<file path="src/rtl/apb4_pkg.sv">
// Shared types and helpers for the APB4 register-bank completer.
// Latency: n/a (types and constant functions only).
// Backpressure: n/a.
package apb4_pkg;

  // Transfer phase as seen by the completer.
  typedef enum logic [1:0] {
    IDLE   = 2'd0,
    SETUP  = 2'd1,
    WAIT   = 2'd2,
    ACCESS = 2'd3
  } apb_state_e;

  // Width of the wait-state down-counter (up to 15 wait cycles).
  localparam int WAIT_CNT_W = 4;

  // Number of byte lanes on a data bus of width dw.
  function automatic int strb_w(input int dw);
    return dw / 8;
  endfunction

  // Number of byte-offset address bits below the word index.
  function automatic int addr_lsb(input int dw);
    return $clog2(dw / 8);
  endfunction

endpackage

</file>
<file path="src/rtl/apb4_strb_merge.sv">
// Byte-lane merge: each lane takes the write data when its strobe is set, else keeps the old value.
// Latency: combinational, zero cycles.
// Backpressure: none; pure function of its inputs.
//
// Ports:
//   old_dat  current register contents
//   wr_dat   incoming write data
//   strb     per-byte write enables
//   new_dat  merged result
module apb4_strb_merge
  import apb4_pkg::*;
#(
  parameter int DATA_WIDTH = 32
) (
  input  logic [DATA_WIDTH-1:0]           old_dat,
  input  logic [DATA_WIDTH-1:0]           wr_dat,
  input  logic [strb_w(DATA_WIDTH)-1:0]   strb,
  output logic [DATA_WIDTH-1:0]           new_dat
);

  always_comb begin
    new_dat = old_dat;
    for (int b = 0; b < strb_w(DATA_WIDTH); b++) begin
      if (strb[b]) begin
        new_dat[b*8 +: 8] = wr_dat[b*8 +: 8];
      end
    end
  end

endmodule

</file>
<file path="src/rtl/apb4_slave_regbank.sv">
// APB4 completer fronting NUM_REGS word registers with byte strobes, read-only slots and PSLVERR.
// Latency: 2 + WAIT_STATES cycles per transfer (setup, WAIT_STATES wait cycles, one ready cycle).
// Backpressure: PREADY is held low for WAIT_STATES access-phase cycles; dropping PSEL aborts cleanly.
//
// Ports:
//   PCLK, PRESET                    clock and asynchronous active-high reset
//   PSEL, PENABLE, PWRITE, PADDR,
//   PWDATA, PSTRB                   APB4 requester signals
//   PRDATA, PREADY, PSLVERR         registered APB4 completer responses
//   reg_q                           flattened RW register contents (RO slots read as 0)
//   ro_in                           hardware values returned for read-only slots
module apb4_slave_regbank
  import apb4_pkg::*;
#(
  parameter int                    ADDR_WIDTH  = 32,
  parameter int                    DATA_WIDTH  = 32,
  parameter int                    NUM_REGS    = 16,
  parameter logic [ADDR_WIDTH-1:0] BASE_ADDR   = '0,
  parameter int                    WAIT_STATES = 0,
  parameter logic [NUM_REGS-1:0]   RO_MASK     = '0
) (
  input  logic                           PCLK,
  input  logic                           PRESET,
  input  logic                           PSEL,
  input  logic                           PENABLE,
  input  logic                           PWRITE,
  input  logic [ADDR_WIDTH-1:0]          PADDR,
  input  logic [DATA_WIDTH-1:0]          PWDATA,
  input  logic [strb_w(DATA_WIDTH)-1:0]  PSTRB,
  output logic [DATA_WIDTH-1:0]          PRDATA,
  output logic                           PREADY,
  output logic                           PSLVERR,
  output logic [NUM_REGS*DATA_WIDTH-1:0] reg_q,
  input  logic [NUM_REGS*DATA_WIDTH-1:0] ro_in
);

  localparam int SW    = strb_w(DATA_WIDTH);
  localparam int LSB   = addr_lsb(DATA_WIDTH);
  localparam int IDX_W = (NUM_REGS > 1) ? $clog2(NUM_REGS) : 1;

  apb_state_e                state;
  logic [WAIT_CNT_W-1:0]     cnt;
  logic [IDX_W-1:0]          lat_idx;
  logic                      lat_write;
  logic                      lat_err;
  logic [DATA_WIDTH-1:0]     lat_wdata;
  logic [SW-1:0]             lat_strb;
  logic [DATA_WIDTH-1:0]     regs   [NUM_REGS];
  logic [DATA_WIDTH-1:0]     ro_arr [NUM_REGS];

  // ---------------- address decode of the live bus (setup phase) ----------------
  // One extra bit on the subtraction: its borrow flags PADDR below BASE_ADDR.
  logic [ADDR_WIDTH:0]   diff;
  logic [ADDR_WIDTH-1:0] word_off;
  logic [IDX_W-1:0]      bus_idx;
  logic                  misalign;
  logic                  below;
  logic                  out_range;
  logic                  bus_err;

  assign diff      = {1'b0, PADDR} - {1'b0, BASE_ADDR};
  assign below     = diff[ADDR_WIDTH];
  assign word_off  = diff[ADDR_WIDTH-1:0] >> LSB;
  assign bus_idx   = word_off[IDX_W-1:0];
  assign misalign  = (PADDR & ADDR_WIDTH'(SW - 1)) != '0;
  assign out_range = word_off >= ADDR_WIDTH'(NUM_REGS);
  assign bus_err   = misalign | below | out_range | (PWRITE & ~out_range & RO_MASK[bus_idx]);

  // ---------------- read data for the edge that enters ACCESS ----------------
  // With no wait states the response is formed straight from the setup-phase bus;
  // otherwise from the values latched when the setup phase was seen.
  logic [IDX_W-1:0]      rd_idx;
  logic                  rd_err;
  logic                  rd_wr;
  logic [DATA_WIDTH-1:0] rd_dat;

  always_comb begin
    rd_idx = lat_idx;
    rd_err = lat_err;
    rd_wr  = lat_write;
    if (state == IDLE) begin
      rd_idx = bus_idx;
      rd_err = bus_err;
      rd_wr  = PWRITE;
    end
    rd_dat = '0;
    if (!rd_err && !rd_wr) begin
      rd_dat = RO_MASK[rd_idx] ? ro_arr[rd_idx] : regs[rd_idx];
    end
  end

  // ---------------- single commit path ----------------
  logic [DATA_WIDTH-1:0] merged;

  apb4_strb_merge #(.DATA_WIDTH(DATA_WIDTH)) u_merge (
    .old_dat (regs[lat_idx]),
    .wr_dat  (lat_wdata),
    .strb    (lat_strb),
    .new_dat (merged)
  );

  for (genvar i = 0; i < NUM_REGS; i++) begin : g_slot
    assign ro_arr[i]                        = ro_in[i*DATA_WIDTH +: DATA_WIDTH];
    assign reg_q[i*DATA_WIDTH +: DATA_WIDTH] = RO_MASK[i] ? '0 : regs[i];
  end

  // ---------------- transfer FSM ----------------
  // SETUP is the first access-phase cycle after capture when waits are inserted;
  // cnt holds the wait cycles still to serve, including the current one.
  always_ff @(posedge PCLK or posedge PRESET) begin
    if (PRESET) begin
      state     <= IDLE;
      cnt       <= '0;
      lat_idx   <= '0;
      lat_write <= 1'b0;
      lat_err   <= 1'b0;
      lat_wdata <= '0;
      lat_strb  <= '0;
      PRDATA    <= '0;
      PREADY    <= 1'b0;
      PSLVERR   <= 1'b0;
      for (int i = 0; i < NUM_REGS; i++) begin
        regs[i] <= '0;
      end
    end else begin
      // Responses are single-cycle pulses; they are only raised on entry to ACCESS.
      PRDATA  <= '0;
      PREADY  <= 1'b0;
      PSLVERR <= 1'b0;
      case (state)
        IDLE: begin
          // PENABLE without a preceding setup phase is ignored here.
          if (PSEL && !PENABLE) begin
            lat_idx   <= bus_idx;
            lat_write <= PWRITE;
            lat_err   <= bus_err;
            lat_wdata <= PWDATA;
            lat_strb  <= PSTRB;
            if (WAIT_STATES == 0) begin
              state   <= ACCESS;
              PREADY  <= 1'b1;
              PSLVERR <= rd_err;
              PRDATA  <= rd_dat;
            end else begin
              state <= SETUP;
              cnt   <= WAIT_CNT_W'(WAIT_STATES);
            end
          end
        end
        SETUP, WAIT: begin
          if (!PSEL) begin
            state <= IDLE;
            cnt   <= '0;
          end else if (cnt == WAIT_CNT_W'(1)) begin
            state   <= ACCESS;
            cnt     <= '0;
            PREADY  <= 1'b1;
            PSLVERR <= rd_err;
            PRDATA  <= rd_dat;
          end else begin
            state <= WAIT;
            cnt   <= cnt - WAIT_CNT_W'(1);
          end
        end
        ACCESS: begin
          // Commit only if the requester is still in the access phase.
          if (PSEL && PENABLE && lat_write && !lat_err) begin
            regs[lat_idx] <= merged;
          end
          state <= IDLE;
        end
        default: state <= IDLE;
      endcase
    end
  end

endmodule
</file>
<file path="config.mk">
export PLATFORM = sky130hd
export DESIGN_NAME = apb4_slave_regbank
export DESIGN_NICKNAME = d
export VERILOG_FILES = /design/src/rtl/apb4_pkg.sv /design/src/rtl/apb4_strb_merge.sv /design/src/rtl/apb4_slave_regbank.sv
export SDC_FILE = /design/constraint.sdc
export NUM_CORES = 2
export LEC_CHECK = 0
export CAP_MARGIN = 15
export CORE_AREA = 4 4 444 446
export CTS_BUF_LIST = sky130_fd_sc_hd__clkbuf_2
export DETAILED_ROUTE_END_ITERATION = 16
export DIE_AREA = 0 0 448 450
export GPL_TIMING_DRIVEN = 0
export REMOVE_ABC_BUFFERS = 1
export SLEW_MARGIN = 20
export SYNTH_ARGS = -nofsm -noshare
export SYNTH_HDL_FRONTEND = slang
export SYNTH_SLANG_ARGS = --single-unit
</file>
<file path="constraint.sdc">
create_clock -name PCLK -period 31.2 [get_ports PCLK]
set_input_delay 9.36 -clock PCLK [delete_from_list [all_inputs] [get_ports PCLK]]
set_output_delay 9.36 -clock PCLK [all_outputs]
set_load 0.02 [all_outputs]
</file>
Word level (Yosys, flattened, before mapping):

Memory sizes are Yosys's and may differ from the RTL's.
Cells that the tools add are included.

* flip-flop bits (word level): 594
* bits in latches: 0
* memory bits (writable): 0
* memory bits (read-only): 32
* output and inout bits: 546
* memories kept: 2

* add/subtract/negate cells: 1
* $mul: 0
* div/mod/pow operators: 0
* magnitude comparators: 6
* equal/unequal tests: 5
* shift operators: 0
* mux-type cells: 41
* bitwise operators: 7
* reduce and logical (&&, ||, !) cells: 15

Memory list
* (name not given): words 16, bits a word 1, rd ports 1, clocked after Yosys merged registers in 0, wr ports 0, line apb4_slave_regbank.sv:88 `rd_dat = RO_MASK[rd_idx] ? ro_arr[rd_idx] : regs[rd_idx];`
* (name not given): words 16, bits a word 1, rd ports 1, clocked after Yosys merged registers in 0, wr ports 0, line apb4_slave_regbank.sv:67 `assign bus_err = misalign | below | out_range | (PWRITE & ~out_range & RO_MASK[bus_idx]);`

Operators by type and width (count)
* 512-bit bitwise mux: 1
* 32-bit binary-select mux with 4-bit select: 3
* 32-bit 2-to-1 mux: 12
* 32-bit demux with 4-bit select: 1
* 32-bit one-hot mux with 2 select lines: 1
* 8-bit 2-to-1 mux: 4
* 32-bit nonzero test: 1
* 30-bit by 5-bit >= comparator with 1-bit output (second input constant): 1
* 4-bit 2-to-1 mux: 3
* 1-bit 2-to-1 mux: 11
* 5-bit >= comparator (second input constant): 2
* 4-bit by 5-bit less-than comparator with 1-bit output (second input constant): 2
* 4-bit inverter with 5-bit output: 2
* 1-bit logical AND: 6
* 2-bit one-hot mux with 3 select lines: 1
* 5-bit by 1-bit less-than comparator with 1-bit output (second input constant): 1
* 2-bit equality test (second input constant): 2
* 4-bit by 1-bit equality test with 1-bit output (second input constant): 1
* 1-bit zero test: 4
* 2-bit 2-to-1 mux: 2
* 1-bit one-hot mux with 2 select lines: 2
* 2-bit AND reduction: 2
* 4-bit by 1-bit subtractor with 4-bit output (second input constant): 1
* 1-bit bitwise AND: 2
* other kinds (6): 7

Depth between registers and ports, before layout:

* word-level depth: 12
* mapped depth: 11

Modules after synthesis:

Synthesis repeated with hierarchy kept, for this count alone.

* cells, all modules: 2181
* area total of the unflattened synthesis: 30391.6 um^2

By module, submodules not included
* apb4_slave_regbank: times used 1, cells each 2145, area an instance 29866.1 um^2
* apb4_strb_merge: times used 1, cells each 36, area an instance 525.5 um^2

Least setup slack after synthesis:

Ideal clock, no wire load.

* path kind: input to register
* from: in PADDR[3]
* to: reg PRDATA[0]
* setup time: 0.138 ns
* data arrival time: 10.790 ns
* data required time: 31.062 ns
* setup slack: 20.271 ns
* stages on the path: 7
* buffers on the path: 3
* cells stage by stage: mux2i_1 buf_4 buf_6 buf_4 mux4_2 a22oi_1 a21oi_1

* longest elaborated chain between the ends: 12
* elaborated cells between the ends (all ways): 27
* classes of those cells: order compare: 1; mux: 16; bitwise: 6; reduce/logical: 2; memory: 2

Ends and longest elaborated chain
* start, declared: line apb4_slave_regbank.sv:27 `input logic [ADDR_WIDTH-1:0] PADDR,`
* 30-bit by 5-bit >= comparator with 1-bit output: line apb4_slave_regbank.sv:66 `assign out_range = word_off >= ADDR_WIDTH'(NUM_REGS);`
* 1-bit inverter: line apb4_slave_regbank.sv:67
* 1-bit bitwise AND (2 in series): line apb4_slave_regbank.sv:67
* 1-bit bitwise OR: line apb4_slave_regbank.sv:67
* 1-bit 2-to-1 mux: line apb4_slave_regbank.sv:81 `if (state == IDLE) begin`
* 1-bit zero test: line apb4_slave_regbank.sv:87 `if (!rd_err && !rd_wr) begin`
* 1-bit logical AND: line apb4_slave_regbank.sv:87
* 32-bit 2-to-1 mux (*): line apb4_slave_regbank.sv:87
* 32-bit 2-to-1 mux: line apb4_slave_regbank.sv:154 `end else if (cnt == WAIT_CNT_W'(1)) begin`
* 32-bit 2-to-1 mux: line apb4_slave_regbank.sv:151 `if (!PSEL) begin`
* 32-bit one-hot mux with 2 select lines (*): line apb4_slave_regbank.sv:130 `case (state)`
* end signal, assigned: line apb4_slave_regbank.sv:143 `PRDATA <= rd_dat;`
* end signal, assigned: line apb4_slave_regbank.sv:159 `PRDATA <= rd_dat;`
* end, declared: line apb4_slave_regbank.sv:30 `output logic [DATA_WIDTH-1:0] PRDATA,`

Mark *: on every way between the ends. The rest lies on a longest branch, timed or not. The select of a mux whose other input is x is not followed.
A chain may end at the register's enable or synchronous reset.

Worst setup path after layout:

* from: reg regs, in the netlist reg_q[79]
* to: out reg_q[79]

RTL lines
* start, declared: line apb4_slave_regbank.sv:48 `logic [DATA_WIDTH-1:0] regs [NUM_REGS];`
* start signal, assigned by index: line apb4_slave_regbank.sv:168 `regs[lat_idx] <= merged;`
* end, declared: line apb4_slave_regbank.sv:33 `output logic [NUM_REGS*DATA_WIDTH-1:0] reg_q,`

No word-level cell between the ends.

==> flow_summary.json <==
{
  "status": "finished clean",
  "postCtsSetupRepairBufs": 0,
  "yosys.area.top_type": "dfrtp_1",
  "synth_flop_cell": "dfrtp_1",
  "syn-cell-area_um2": 29900,
  "drive_gt1_frac": 0.203,
  "total_power_mw": 3.90,
  "post-place-ws_ns": 18.77,
  "overflow": 0,
  "clock_path_buffers": 3,
  "synth_most_common_cell": "dfrtp_1",
  "finalCriticalPeriod_ns": 12.32,
  "drtIter0Drc": 2351,
  "hp-class": "reg2reg",
  "muxShareOfSynthArea": 0.188,
  "synth-compound-area-share": 0.131,
  "cts_root_buffer": "clkbuf_2",
  "drt-wirelength-per-cell_um": 24.2,
  "cp-end-kind": "output port",
  "multi_input_area_um2": 13800,
  "ys_warn_count": 0,
  "path_buf_inv": 1,
  "final-seq-area_um2": 14900,
  "relSlewSlack": 0.235,
  "max_freq_mhz": 81.2,
  "die_w_um": 448,
  "grt_pass1_wl_um": 207000,
  "synth_top_cell_area_share": 0.498,
  "drv_cap": 0,
  "synthXorXnorAreaFrac": 0,
  "via_per_inst": 4.36,
  "critPathLaunchType": "flip-flop",
  "min_to": "lat_wdata[18]",
  "core_um2": 193000,
  "fin_nets": 4051,
  "cp.arrival_ns": 2.96,
  "timing.rr.start": "state[0]",
  "path_cells": "clkdlybuf4s50_1",
  "synth-simple-area-share": 0.133,
  "fin_skew_ns": 0.206,
  "synth-seq-cells": 594,
  "fp.dieArea_um2": 202000,
  "antenna_found_initial": 9,
  "power_leakage_nw": 17.0,
  "async_reset_ff_frac": 1.00,
  "crit_slowest_cell": "clkdlybuf4s50_1",
  "grt_usage": 0.144,
  "avgSynthCellArea_um2": 10.6,
  "io_buffers": 618,
  "num_rows": 161,
  "post-dp-hpwl_um": 115000,
  "synth_top_family_by_area": "multiplexers",
  "synth_fa_ha_area_frac": 0.00168,
  "hold_path_depth": 1,
  "fillerInstances": 20800,
  "start_util": 0.155,
  "place_area_um2": 40500,
  "rsz0062_at_grt": "false",
  "maxSlewViolCount": 0,
  "ys_seq_area_frac": 0.498,
  "numCtsBuffers": 168,
  "die_h_um": 450,
  "min-delay-start": "lat_wdata[18]",
  "ctsHoldBuffers": 0,
  "tightest_slew_ns": 1.15,
  "first_pass_iters": 5,
  "criticalPathCategory": "reg2out",
  "drc_errors": 0,
  "fin_area_um2": 42200,
  "cts_tree": "built",
  "vias": 26800,
  "synthCells": 2811,
  "ys_top_cells_by_area": "dfrtp_1, mux4_2, a21oi_1",
  "drtAntennaViolNets": 0,
  "place_congestion": 0.819,
  "htreeDepth": 4,
  "ir_worst_vdd_uv": 53.4,
  "crit_path_max_incr_delay_ns": 0.85,
  "synth_cell_type_count": 49,
  "wl_um": 149000,
  "cp_top_family": "buffers and inverters",
  "reg2reg_depth": 11,
  "cts_resized": 0,
  "setup_ws_ns": 18.88,
  "min_period_over_period": 0.395,
  "clock_latency_ns": 1.74,
  "hold_viol": 0,
  "cts_num_sinks": 594,
  "syn2layout_area_growth_pct": 41.2,
  "rrSetupSlack_ns": 27.63,
  "power_density_nw_per_um2": 92.4,
  "path_clk_slew_ns": 0.08,
  "crit_fanout": 4,
  "cp.required_ns": 21.84,
  "ios": 1131,
  "finalSetupViolCount": 0,
  "first_global_vias": 26600,
  "synthTopCellsByCount": "dfrtp_1, a21oi_1, nor2_1",
  "synth_edf_count": 0,
  "worst_r2r_endpoint": "PRDATA[13]",
  "grt_max_degree": 102
}
cells by family after synthesis:
kind of cell,after synthesis
compound gates,684
fa+ha+maj,4
buf+inv,263
flops,594
mux,315
simple gates,951
worst max-delay path by stage:
stage / start / end / slack, ns / cells past startpoint
after floorplan: PRESET / PRDATA[0] / 5.22 / 1
after global placement: PRESET / reg_q[232] / -2.74 / 2
after detailed placement: PADDR[2] / PRDATA[0] / 18.77 / 7
after CTS: reg_q[47] / reg_q[47] / 18.48 / 1
after global routing: reg_q[436] / reg_q[436] / 18.61 / 1
final: reg_q[79] / reg_q[79] / 18.88 / 1
through the flow:
step                      hold WS, ns  setup TNS, ns   util  instances
after floorplan                 0.466              0      -       2557
after global placement          0.488       -1580.08  0.196       5701
after detailed placement        0.501              0  0.210       5818
after CTS                       0.488              0  0.219       6126
after global routing            0.554              0  0.219       6136
final                           0.536              0  0.219       6138
routing by layer:
metal  GRT usage  vias to the layer above  wire [um]
li1            -                    11500          -
met1       0.163                    13600      53700
met2       0.250                     1355      76000
met3      0.0305                      335      10200
met4      0.0822                        0       8740
met5           0                        -          0
flip-flops by register name, summed over array words and instances, names as in the netlist:
register	cells
PRDATA	32
PREADY	1
PSLVERR	1
cnt	4
lat_err	1
lat_idx	4
lat_strb	4
lat_wdata	32
lat_write	1
reg_q	512
state	2
cell usage in the layout (no fill, tap or decap), drive strengths merged, types with 35 or more instances in the layout:
| master | n |
|---|---|
| a21oi | 577 |
| mux2 | 48 |
| mux4 | 192 |
| clkdlybuf4s50 | 618 |
| dfrtp | 594 |
| nand2 | 259 |
| clkbuf | 262 |
| buf | 117 |
| clkinv | 37 |
| o22ai | 35 |
| mux2i | 75 |
| nor2 | 529 |
| nand3 | 95 |
layout make-up:
cell class	count	area share
inverter	9	0.000979
clock inverter	46	0.00730
timing repair buffer	735	0.205
tap	2526	0.0750
antenna	12	0.000712
clock buffer	262	0.0311
multi-input combinational	1954	0.327
sequential	594	0.353
where the power goes:
group | leakage (nW) | internal (mW) | switching, mW
Clock | 1.24 | 0.241 | 0.374
Combinational | 7.57 | 0.849 | 1.22
Sequential | 8.15 | 0.952 | 0.259
Note: power is estimated with default switching activity, not from simulation.
